File: config.mk
export PLATFORM = sky130hd
export DESIGN_NAME = blink_scheduler
export DESIGN_NICKNAME = d
export VERILOG_FILES = /design/src/rtl/blink_scheduler.sv
export SDC_FILE = /design/constraint.sdc
export NUM_CORES = 1
export LEC_CHECK = 0
export ABC_CLOCK_PERIOD_IN_PS = 2000
export CORE_MARGIN = 5
export CORE_UTILIZATION = 46
export CTS_BUF_LIST = sky130_fd_sc_hd__clkbuf_4 sky130_fd_sc_hd__clkbuf_8
export DETAILED_ROUTE_END_ITERATION = 16
export PLACE_DENSITY = 0.79
export SYNTH_ARGS = -nofsm -noshare
export SYNTH_HDL_FRONTEND = slang
export SYNTH_SLANG_ARGS = --single-unit
File: constraint.sdc
create_clock -name clk -period 2 [get_ports clk]
set_input_delay 0.3 -clock clk [delete_from_list [all_inputs] [get_ports clk]]
set_output_delay 0.3 -clock clk [all_outputs]
set_load 0.03 [all_outputs]
File: src/rtl/blink_scheduler.sv
// blink_scheduler
// Shared time base and offset scheduler for four blink channels. A single
// free-running count feeds every blinker; each channel owns a 16-bit phase
// offset. In CHASE mode every 1024-count blink period rotates all offsets
// forward by CHASE_STEP, producing a travelling pattern.
//
// Ports
//   clk, rst_n        clock, synchronous active-low reset
//   ena               count enable (freezes count and period events when 0)
//   mode[1:0]         00 stop, 01 static, 10 chase, 11 same as 01
//   cfg_valid/chan/offset, cfg_ready
//                     offset write handshake (blocked while chasing)
//   count[15:0]       shared count
//   offsets[63:0]     channel i offset at [16i+15:16i]
//   period_tick       one-cycle pulse after each 1024-count period wrap
//   state[1:0]        00 IDLE, 01 RUN, 10 CHASE
module blink_scheduler #(
   parameter logic [15:0] PHASE_STEP = 16'd256,
   parameter logic [15:0] CHASE_STEP = 16'd64
) (
   input  logic        clk,
   input  logic        rst_n,
   input  logic        ena,
   input  logic [1:0]  mode,
   input  logic        cfg_valid,
   input  logic [1:0]  cfg_chan,
   input  logic [15:0] cfg_offset,
   output logic        cfg_ready,
   output logic [15:0] count,
   output logic [63:0] offsets,
   output logic        period_tick,
   output logic [1:0]  state
);

   typedef enum logic [1:0] {
      IDLE  = 2'b00,
      RUN   = 2'b01,
      CHASE = 2'b10
   } state_t;

   state_t      state_q, state_d;
   logic [15:0] count_q, count_d;
   logic [63:0] offsets_q, offsets_d;
   logic        tick_q, tick_d;

   logic stop_mode, chase_mode, advance, wrap;

   assign stop_mode  = (mode == 2'b00);
   assign chase_mode = (mode == 2'b10);
   // A stop request takes priority over counting: the edge that drops to
   // IDLE must not advance.
   assign advance    = ena && (state_q != IDLE) && !stop_mode;
   assign wrap       = advance && (count_q[9:0] == 10'h3FF);

   assign cfg_ready  = (state_q != CHASE);

   always_comb begin
      state_d   = state_q;
      count_d   = count_q;
      offsets_d = offsets_q;
      tick_d    = wrap;

      if (advance)
         count_d = count_q + 16'd1;

      unique case (state_q)
         IDLE:    if (!stop_mode) state_d = RUN;
         RUN:     if (stop_mode) state_d = IDLE;
                  else if (wrap && chase_mode) state_d = CHASE;
         CHASE:   if (stop_mode) state_d = IDLE;
                  else if (wrap && mode[0]) state_d = RUN;
         default: state_d = IDLE;
      endcase

      // Increment on every wrap that ends up in CHASE: covers both the entry
      // wrap and wraps while staying in CHASE, but not the exit wrap.
      if (wrap && (state_d == CHASE)) begin
         for (int i = 0; i < 4; i++)
            offsets_d[16*i +: 16] = offsets_q[16*i +: 16] + CHASE_STEP;
      end

      // A write lands after the increment so it wins on the entry edge.
      if (cfg_valid && cfg_ready)
         offsets_d[{cfg_chan, 4'b0000} +: 16] = cfg_offset;
   end

   always_ff @(posedge clk) begin
      if (!rst_n) begin
         state_q <= IDLE;
         count_q <= 16'd0;
         tick_q  <= 1'b0;
         for (int i = 0; i < 4; i++)
            offsets_q[16*i +: 16] <= 16'(PHASE_STEP * i);
      end else begin
         state_q   <= state_d;
         count_q   <= count_d;
         tick_q    <= tick_d;
         offsets_q <= offsets_d;
      end
   end

   assign state       = state_q;
   assign count       = count_q;
   assign offsets     = offsets_q;
   assign period_tick = tick_q;

endmodule

==> results of run 1 <==
## area by class of cell
type | instances | share of cell area (%)
well taps | 111 | 2.13
flip-flops and latches | 83 | 26.1
repair buffers | 189 | 26.8
inverters | 15 | 0.865
clock buffers | 11 | 2.13
multi-input cells | 386 | 41.0
clock inverters | 5 | 0.961
## cells in the mapped netlist, types with 2 or more instances
| library cell | n |
|---|---|
| nand3_1 | 56 |
| a31oi_1 | 6 |
| and2_1 | 7 |
| o2111ai_1 | 7 |
| nor2_1 | 11 |
| nor3b_1 | 4 |
| nor3_1 | 3 |
| and3_1 | 9 |
| or2_2 | 2 |
| nand4_1 | 19 |
| a21oi_1 | 57 |
| o31ai_1 | 12 |
| nor4_1 | 11 |
| and4_1 | 9 |
| inv_1 | 15 |
| nand2b_1 | 4 |
| dfxtp_1 | 83 |
| o21ai_0 | 9 |
| a211oi_1 | 10 |
| or4_1 | 23 |
| nand2_1 | 52 |
| clkbuf_1 | 38 |
| o221ai_1 | 2 |
| xor2_1 | 2 |
| nand4b_1 | 2 |
| or3_1 | 5 |
| xnor2_1 | 10 |
| o211ai_1 | 4 |
| a311oi_1 | 18 |
| mux2i_1 | 2 |
| nor4b_1 | 3 |
| ha_1 | 10 |
| a31o_2 | 2 |
## registers in the layout, indices dropped and copies added, names as in the netlist
name / count
count: 16
period_tick: 1
offsets: 64
state: 2
## layer usage
layer | global-route usage, % | wire (µm) | share of wire (%)
met1 | 32.8 | 6140 | 40
met4 | 11.6 | 601 | 3.9
met5 | 0 | 0 | 0
met3 | 5.65 | 1310 | 8.6
met2 | 40.7 | 7270 | 47
## power by group
part / total, mW / leakage (nW) / switching [mW] / internal (mW)
registers: 1.74 / 0.682 / 0.0569 / 1.69
clock network: 1.26 / 0.0970 / 0.651 / 0.613
logic: 0.582 / 1.50 / 0.333 / 0.249
total: 3.59 / 2.28 / 1.04 / 2.55
## cell usage in the layout (no fill, tap or decap), drive strengths merged, types with 3 or more instances in the layout
master,synthesis,layout
nor3b,4,4
nor3,3,3
clkbuf,38,12
ha,10,10
and2,7,7
o2111ai,7,7
and4,9,9
or4,24,26
clkdlybuf4s50,0,103
nand2b,4,4
inv,15,16
and3,9,9
nand2,52,52
nand4,20,20
o21ai,9,9
dfxtp,83,83
a211oi,10,10
nor2,11,11
a21oi,57,57
o31ai,12,12
dlygate4sd2,0,3
or3,5,5
o211ai,4,4
nand3,56,56
buf,1,81
xnor2,10,10
nor4,11,11
nor4b,3,3
a311oi,18,18
a31oi,6,6
## worst max-delay path, stage by stage (launching register included)
cell and delay [ns]:
dfxtp_4 0.37, ha_4 0.13, nand4_1 0.21, buf_4 0.21, or4_4 0.49, or4_1 0.51
a31oi_1 0.13
## per-stage QoR
stage / instances / hold WS, ns
6_report: 800 / 0.458
5_1_grt: 800 / 0.481
4_1_cts: 797 / 0.449
3_5_place_dp: 773 / 0.447
3_3_place_gp: 773 / 0.438
2_1_floorplan: 521 / 0.446
## repair_timing
action	4_1_cts	5_1_grt
pin swaps	15	36
gates cloned	2	2
gates resized for setup	17	46
setup buffers	6	2
setup endpoints to repair	25	36
## logic make-up (layout without fill, tap and decap cells)
| kind of cell | after synthesis | after routing | share of synthesized area (%) |
|---|---|---|---|
| xor+xnor | 12 | 12 | 2.46 |
| flops | 83 | 83 | 38.9 |
| mux | 2 | 2 | 0.468 |
| buf+inv | 54 | 220 | 4.77 |
| simple gates | 228 | 230 | 30.2 |
| compound gates | 132 | 132 | 20.3 |
| fa+ha+maj | 10 | 10 | 2.93 |
## worst min path at each step
| stage | startpoint | endpoint | slack [ns] | cells past startpoint |
|---|---|---|---|---|
| 5_1_grt | offsets[49] | offsets[49] | 0.48 | 2 |
| 3_3_place_gp | offsets[52] | offsets[52] | 0.44 | 2 |
| 3_5_place_dp | offsets[32] | offsets[32] | 0.45 | 2 |
| 4_1_cts | mode[0] | state[0] | 0.45 | 4 |
| 6_report | offsets[21] | offsets[21] | 0.46 | 2 |
| 2_1_floorplan | mode[0] | state[0] | 0.45 | 2 |
==> impl_metrics.toml, run 1 <==
[die]
die_y_um = 106
die_x_um = 106
start_util_pct = 46.7
row_count = 35
ios = 108
die_area_um2 = 11300
coreArea_um2 = 9150

[timing]
finalCritPeriodShare_pct = 105
finalMaxSlewViolations = 0
hold_viol = 0
fin_crit_ns = 2.10
tightestPinTransition_ns = 0.559
fmaxAchievable_mhz = 475
totalNegativeSetupSlack_ns = -0.672
finalClockSkew_ns = 0.0164
final.setup.worst_slack_ns = -0.103
rsz0062_at_grt = "yes"
slew_headroom_pct = 62.4
setup_viol = 16

[global_routing]
antenna_found_initial = 0
first_global_vias = 4712
grt_start_max_net_pins = 30
grt-ovfl-total = 0
grt_use_total_pct = 25.5
grt_pass1_wl_mm = 23.5

[cells_and_area]
seq_area_um2 = 1700
final_area_um2 = 6510
diodes = 0
area_growth_pct = 52.3
multi_input_area_um2 = 2670
nFillCells = 665
drive_gt1_share_pct = 23.4
nets = 718
fin_util_pct = 71.1

[setup_path]
worstSetupPathType = "reg -> reg"
crit_arrival_ns = 2.40
cp-end-kind = "register"
worstSetupStartpointType = "register"
r2r_start = "count[0]"
critPathLaunch = "count[0]"
r2r_end = "offsets[27]"
cp-endpoint = "offsets[27]"
r2r_slack_ns = -0.10
required_ns = 2.29
crit_fanout = 8
worstRegToRegCells = 6

[synthesis]
yosysSeqAreaShare_pct = 38.9
ys_warn_count = 0
syn_nets = 555
async_reset_ff_share_pct = 0
yosys-top-cells-area = "dfxtp_1, a21oi_1, nand3_1"
ys_seq_elements = 83
synth-edff-count = 0
synth_top_cell_area_share_pct = 38.9
synth_ff_type = "dfxtp_1"
synth_area_leader_cell = "dfxtp_1"
synthCells = 521
syn-cell-area_um2 = 4270
synth_cell_types = 47
syn_area_per_cell_um2 = 8.20

[pwr]
ir_drop_mv = 0.300
power_leakage_nw = 2.28
p_total_mw = 3.59
p_per_area_nw_per_um2 = 551

[worst_hold_path]
hp-class = "reg -> reg"

[place]
place_ws_ns = -0.573
placed_area_um2 = 5970
portBuffers = 107
gp_routability_congestion = 0.896
hpwl_mm = 10.2

[route]
drc_errors = 0
drt_iter0_markers = 419
drt.antenna.violating_nets = 0
avgRoutedWirePerCell_um = 19.2
firstDrtPassIters = 5
wl_mm = 15.3
num_vias = 5047
viasPerCell = 6.31

[clocking]
cts_sinks = 83
cts_tree = "built"
cts_hold_buf = 0
clk_path_buf_depth = 2
cts_buffers = 9
clk_latency_ns = 0.36
clk_pin_slew_ns = 0.10
h-tree-depth = 3
root_buffer = "clkbuf_8"

[job]
maxCapViolations = 0

[outcome]
violations = "negative setup slack"
status = "complete, but fails checks"
No activity file was read; power rests on OpenSTA's default activity.
==> inputs of run 2 (changes only) <==
ABC_CLOCK_PERIOD_IN_PS = 2400   (was 2000)
CORE_UTILIZATION = 49   (was 46)
CTS_BUF_LIST = sky130_fd_sc_hd__clkbuf_4 sky130_fd_sc_hd__clkbuf_8 sky130_fd_sc_hd__clkbuf_16   (was sky130_fd_sc_hd__clkbuf_4 sky130_fd_sc_hd__clkbuf_8)
PLACE_DENSITY = 0.8   (was 0.79)
TNS_END_PERCENT = 20   (was not set)
clock period = 2.4 ns   (was 2 ns; I/O delays follow)
==> run 2 against run 1 <==
The flow now finishes without violations. Combinational power decreased by 26%. Cell area decreased by 10%. Register-to-register slack improved by 0.22 ns. Clock skew is 0.012 ns lower. Clock power decreased by 7%. Count of clock-buffer cells in the layout unchanged. First-iteration DRC count decreased by 21%. Final cell count decreased by 6.4%. Global-route usage down 0.13 points. Total power shrank 15%. Flip-flop and latch count is the same. Setup slack improved by 0.21 ns. Largest power group unchanged.
==> impl_metrics.toml, run 2 (synthesis gave the netlist of run 1 again) <==
[timing]
finalClockSkew_ns = 0.00476
rsz0062_at_grt = "no"
finalCritPeriodShare_pct = 95.8
fmaxAchievable_mhz = 435
setup_viol = 0
final.setup.worst_slack_ns = 0.102
finalMaxSlewViolations = 0
holdWs_ns = 0.454
fin_crit_ns = 2.30
hold_viol = 0
tightestPinTransition_ns = 0.568
slew_headroom_pct = 61.6
totalNegativeSetupSlack_ns = 0

[die]
ios = 108
die_y_um = 103
row_count = 34
start_util_pct = 49.7
coreArea_um2 = 8590
die_area_um2 = 10700
die_x_um = 103

[route]
num_vias = 4681
wl_met3_mm = 1.08
firstDrtPassIters = 5
viasPerCell = 6.25
avgRoutedWirePerCell_um = 17.7
drc_errors = 0
drt.antenna.violating_nets = 0
routed.top_layer = "met4"
drt_iter0_markers = 331
dr_wl_met2_mm = 6.42
wl_met1_mm = 5.47
wl_mm = 13.3

[place]
portBuffers = 107
place_inst = 733
placed_area_um2 = 5620
hpwl_mm = 9.55
gp_routability_congestion = 0.881
place_ws_ns = -0.234

[pwr]
switching_share_pct = 27.2
p_per_area_nw_per_um2 = 521
internal-power_mw = 2.22
p_total_mw = 3.05
p_comb_share_pct = 14.0
power_leakage_nw = 1.95
pwr-share-seq_pct = 47.8
p_clk_share_pct = 38.2
ir_drop_mv = 0.406
p_switching_mw = 0.830

[setup_path]
required_ns = 2.66
crit_arrival_ns = 2.56
critPathTopFamily = "simple AND/OR/NAND/NOR gates"
cpMaxStageDelayCell = "or4_4"
worstSetupStartpointType = "input port"
path_buf_inv = 2
r2r_slack_ns = 0.12
path_cells = "clkdlybuf4s50_1 > nand4b_1 > or4_4 > buf_4 > or3_1 > a311oi_1"
r2r_start = "count[0]"
cp-end-kind = "register"
critPathMaxStageDelay_ns = 0.69
crit_fanout = 21
worstRegToRegCells = 6
worstSetupPathType = "in -> reg"
r2r_end = "offsets[59]"

[clocking]
cts_resized = 1
cts_sinks = 83
clk_latency_ns = 0.35
clk_path_buf_depth = 2
cts_tree = "built"
cts_buffers = 9
clk_pin_slew_ns = 0.09
cts_hold_buf = 0
root_buffer = "clkbuf_8"
postCtsSetupBuffers = 0
h-tree-depth = 3

[global_routing]
grt_pass1_wl_mm = 21.6
first_global_vias = 4364
grt-ovfl-total = 0
antenna_found_initial = 0
grt_start_max_net_pins = 33
grt_use_total_pct = 25.4

[cells_and_area]
final_cell_mix = "clkdlybuf4s50_1, dfxtp_1, a21oi_1"
final_area_um2 = 5850
nFillCells = 715
finalNonFillerCells = 749
area_growth_pct = 36.9
diodes = 0
drive_gt1_share_pct = 9.83
largest_reg_flops = 64
final_common_cell = "clkdlybuf4s50_1"
nets = 670
fin_util_pct = 68.1
multi_input_area_um2 = 2420
seq_area_um2 = 1660

[worst_hold_path]
worstHoldStart = "offsets[21]"
whs_endpoint = "offsets[21]"
hp-class = "reg -> reg"
hold_depth = 2

[job]
maxCapViolations = 0

[outcome]
status = "complete, no violations"
[run 2: power by group through the flow]
stage	registers (mW)	logic, mW	clock network (mW)
after detailed placement	1.49	0.424	0
after CTS	1.46	0.426	1.18
after global placement	1.49	0.419	0
final	1.46	0.429	1.17
after floorplan	1.55	0.153	0
after global routing	1.46	0.456	1.24
[run 2: how the worst max path moves through the flow]
stage | slack (ns) | end | from | depth (start not counted)
6_report | 0.10 | offsets[59] | ena | 6
5_1_grt | 0.0004 | offsets[30] | count[0] | 5
4_1_cts | 0.11 | offsets[59] | count[0] | 6
3_5_place_dp | -0.23 | offsets[59] | mode[0] | 6
3_3_place_gp | -0.17 | offsets[15] | ena | 6
2_1_floorplan | 0.03 | offsets[31] | count[0] | 8
[run 2: layer usage]
layer	global-route usage [%]	up-vias
met5	0	-
met4	9.96	0
met3	5.03	29
met2	41.7	188
met1	32.7	2242
li1	-	2222
[run 2: layout make-up]
| cell class | count | area share (%) |
|---|---|---|
| repair buffers | 143 | 23.1 |
| multi-input cells | 384 | 41.3 |
| inverters | 15 | 0.962 |
| well taps | 108 | 2.31 |
| clock buffers | 11 | 2.48 |
| clock inverters | 5 | 1.45 |
| flip-flops and latches | 83 | 28.4 |
[run 2: worst reg2reg max path: stages, from the launching register on]
cell and delay, ns:
dfxtp_1 0.40, ha_2 0.23, nand4_1 0.13, or4_4 0.59, buf_4 0.21, or3_1 0.34
a311oi_1 0.29
==> inputs of run 3 (changes only) <==
CORE_UTILIZATION = 40   (was 49)
CTS_CLUSTER_SIZE = 28   (was not set)
PLACE_DENSITY = 0.67   (was 0.8)
SKIP_CTS_REPAIR_TIMING = 1   (was not set)
==> run 3 against run 2 <==
First-iteration DRC count is 8.2% lower. Critical path depth is 1 lower. Count of clock-buffer cells in the layout is 1 lower. Largest cell class unchanged. Global-route usage is 3.8 points lower.
==> impl_metrics.toml, run 3 (synthesis gave the netlist of run 1 again) <==
[outcome]
status = "complete, no violations"

[place]
hpwl_mm = 9.91
placed_area_um2 = 5680
place_ws_ns = -0.234
gp_routability_congestion = 0.812
portBuffers = 107

[cells_and_area]
drive_gt1_share_pct = 10.1
nFillCells = 986
nets = 672
seq_area_um2 = 1660
multi_input_area_um2 = 2420
final_common_cell = "clkdlybuf4s50_1"
largest_reg_flops = 64
area_growth_pct = 37.7
diodes = 0
final_area_um2 = 5880
fin_util_pct = 56.7
final_cell_mix = "clkdlybuf4s50_1, dfxtp_1, a21oi_1"

[worst_hold_path]
worstHoldStart = "offsets[5]"
hp-class = "reg -> reg"

[clocking]
cts_sinks = 83
clk_pin_slew_ns = 0.09
clk_latency_ns = 0.35
root_buffer = "clkbuf_8"
h-tree-depth = 3
cts_tree = "built"
clk_path_buf_depth = 2
cts_buffers = 9

[setup_path]
critPathLaunch = "mode[0]"
cp-end-kind = "register"
required_ns = 2.66
crit_fanout = 26
crit_arrival_ns = 2.53
worstSetupPathType = "in -> reg"
worstSetupStartpointType = "input port"
r2r_start = "state[1]"

[timing]
rsz0062_at_grt = "no"
slew_headroom_pct = 68.1
totalNegativeSetupSlack_ns = 0
tightestPinTransition_ns = 0.478
fmaxAchievable_mhz = 441
hold_viol = 0
finalClockSkew_ns = 0.0105
finalMaxSlewViolations = 0
fin_crit_ns = 2.27
finalCritPeriodShare_pct = 94.4
final.setup.worst_slack_ns = 0.135
setup_viol = 0

[route]
drc_errors = 0
drt.antenna.violating_nets = 0
num_vias = 4673
viasPerCell = 6.00
drt_iter0_markers = 304
avgRoutedWirePerCell_um = 18.3
firstDrtPassIters = 5
wl_mm = 14.2

[die]
die_y_um = 113
coreArea_um2 = 10400
die_x_um = 113
ios = 108
row_count = 37
start_util_pct = 41.2
die_area_um2 = 12900

[global_routing]
grt_start_max_net_pins = 59
grt-ovfl-total = 0
first_global_vias = 4404
grt_pass1_wl_mm = 22.4
antenna_found_initial = 0
grt_use_total_pct = 21.5

[pwr]
power_leakage_nw = 1.96
p_per_area_nw_per_um2 = 499
ir_drop_mv = 0.248

[job]
maxCapViolations = 0
run 3: changes by cell type in the layout (fill, tap and decap cells not counted):
cell / change
clkdlybuf4s50_1: +1
clkbuf_8: -1
nand2b_2: +1
ha_1: +1
nand2b_1: -1
clkinvlp_4: -1
bufinv_16: -1
inv_6: -1
dlygate4sd2_1: -1
clkinv_4: +2
ha_2: -1
buf_12: +1
clkinv_2: +2
buf_4: +1
run 3: area by class of cell:
type / count / share of cell area (%)
Tap cell: 136 / 2.89
Clock buffer: 10 / 2.23
Clock inverter: 6 / 1.13
Sequential cell: 83 / 28.2
Multi-Input combinational cell: 384 / 41.1
Inverter: 15 / 0.957
Timing Repair Buffer: 145 / 23.5
run 3: per-stage QoR:
stage / power, mW / hold WS [ns] / std cells
6_report: 2.93 / 0.459 / 779
3_5_place_dp: 1.92 / 0.448 / 763
5_1_grt: 3.04 / 0.474 / 779
2_1_floorplan: 1.71 / 0.507 / 521
4_1_cts: 2.94 / 0.463 / 779
3_3_place_gp: 1.91 / 0.438 / 763
run 3: path summary, 6_finish.rpt:
| check | to | slack [ns] | cells after the start |
|---|---|---|---|
| worst max-delay path | offsets[13] | 0.13 | 5 |
| worst min-delay path | offsets[5] | 0.46 | 2 |
| worst max register to register | offsets[13] | 0.15 | 4 |
| worst min register to register | offsets[5] | 0.46 | 2 |
run 3: routing by layer:
layer | vias up | share of wire, % | GRT usage [%]
li1 | 2231 | - | -
met1 | 2253 | 45 | 28.9
met2 | 179 | 46 | 33.7
met3 | 10 | 8.9 | 7.00
met4 | 0 | 0.78 | 4.97
met5 | - | 0 | 0
run 3: worst max-delay path: stages:
cell and delay [ns]:
clkdlybuf4s50_1 0.42, nand4b_1 0.23, or4_4 0.71, or4_1 0.54, a311oi_1 0.26
run 3: power by group:
group / switching (mW) / internal (mW)
Sequential: 0.0451 / 1.41
Clock: 0.546 / 0.495
Combinational: 0.257 / 0.177
Total: 0.848 / 2.09
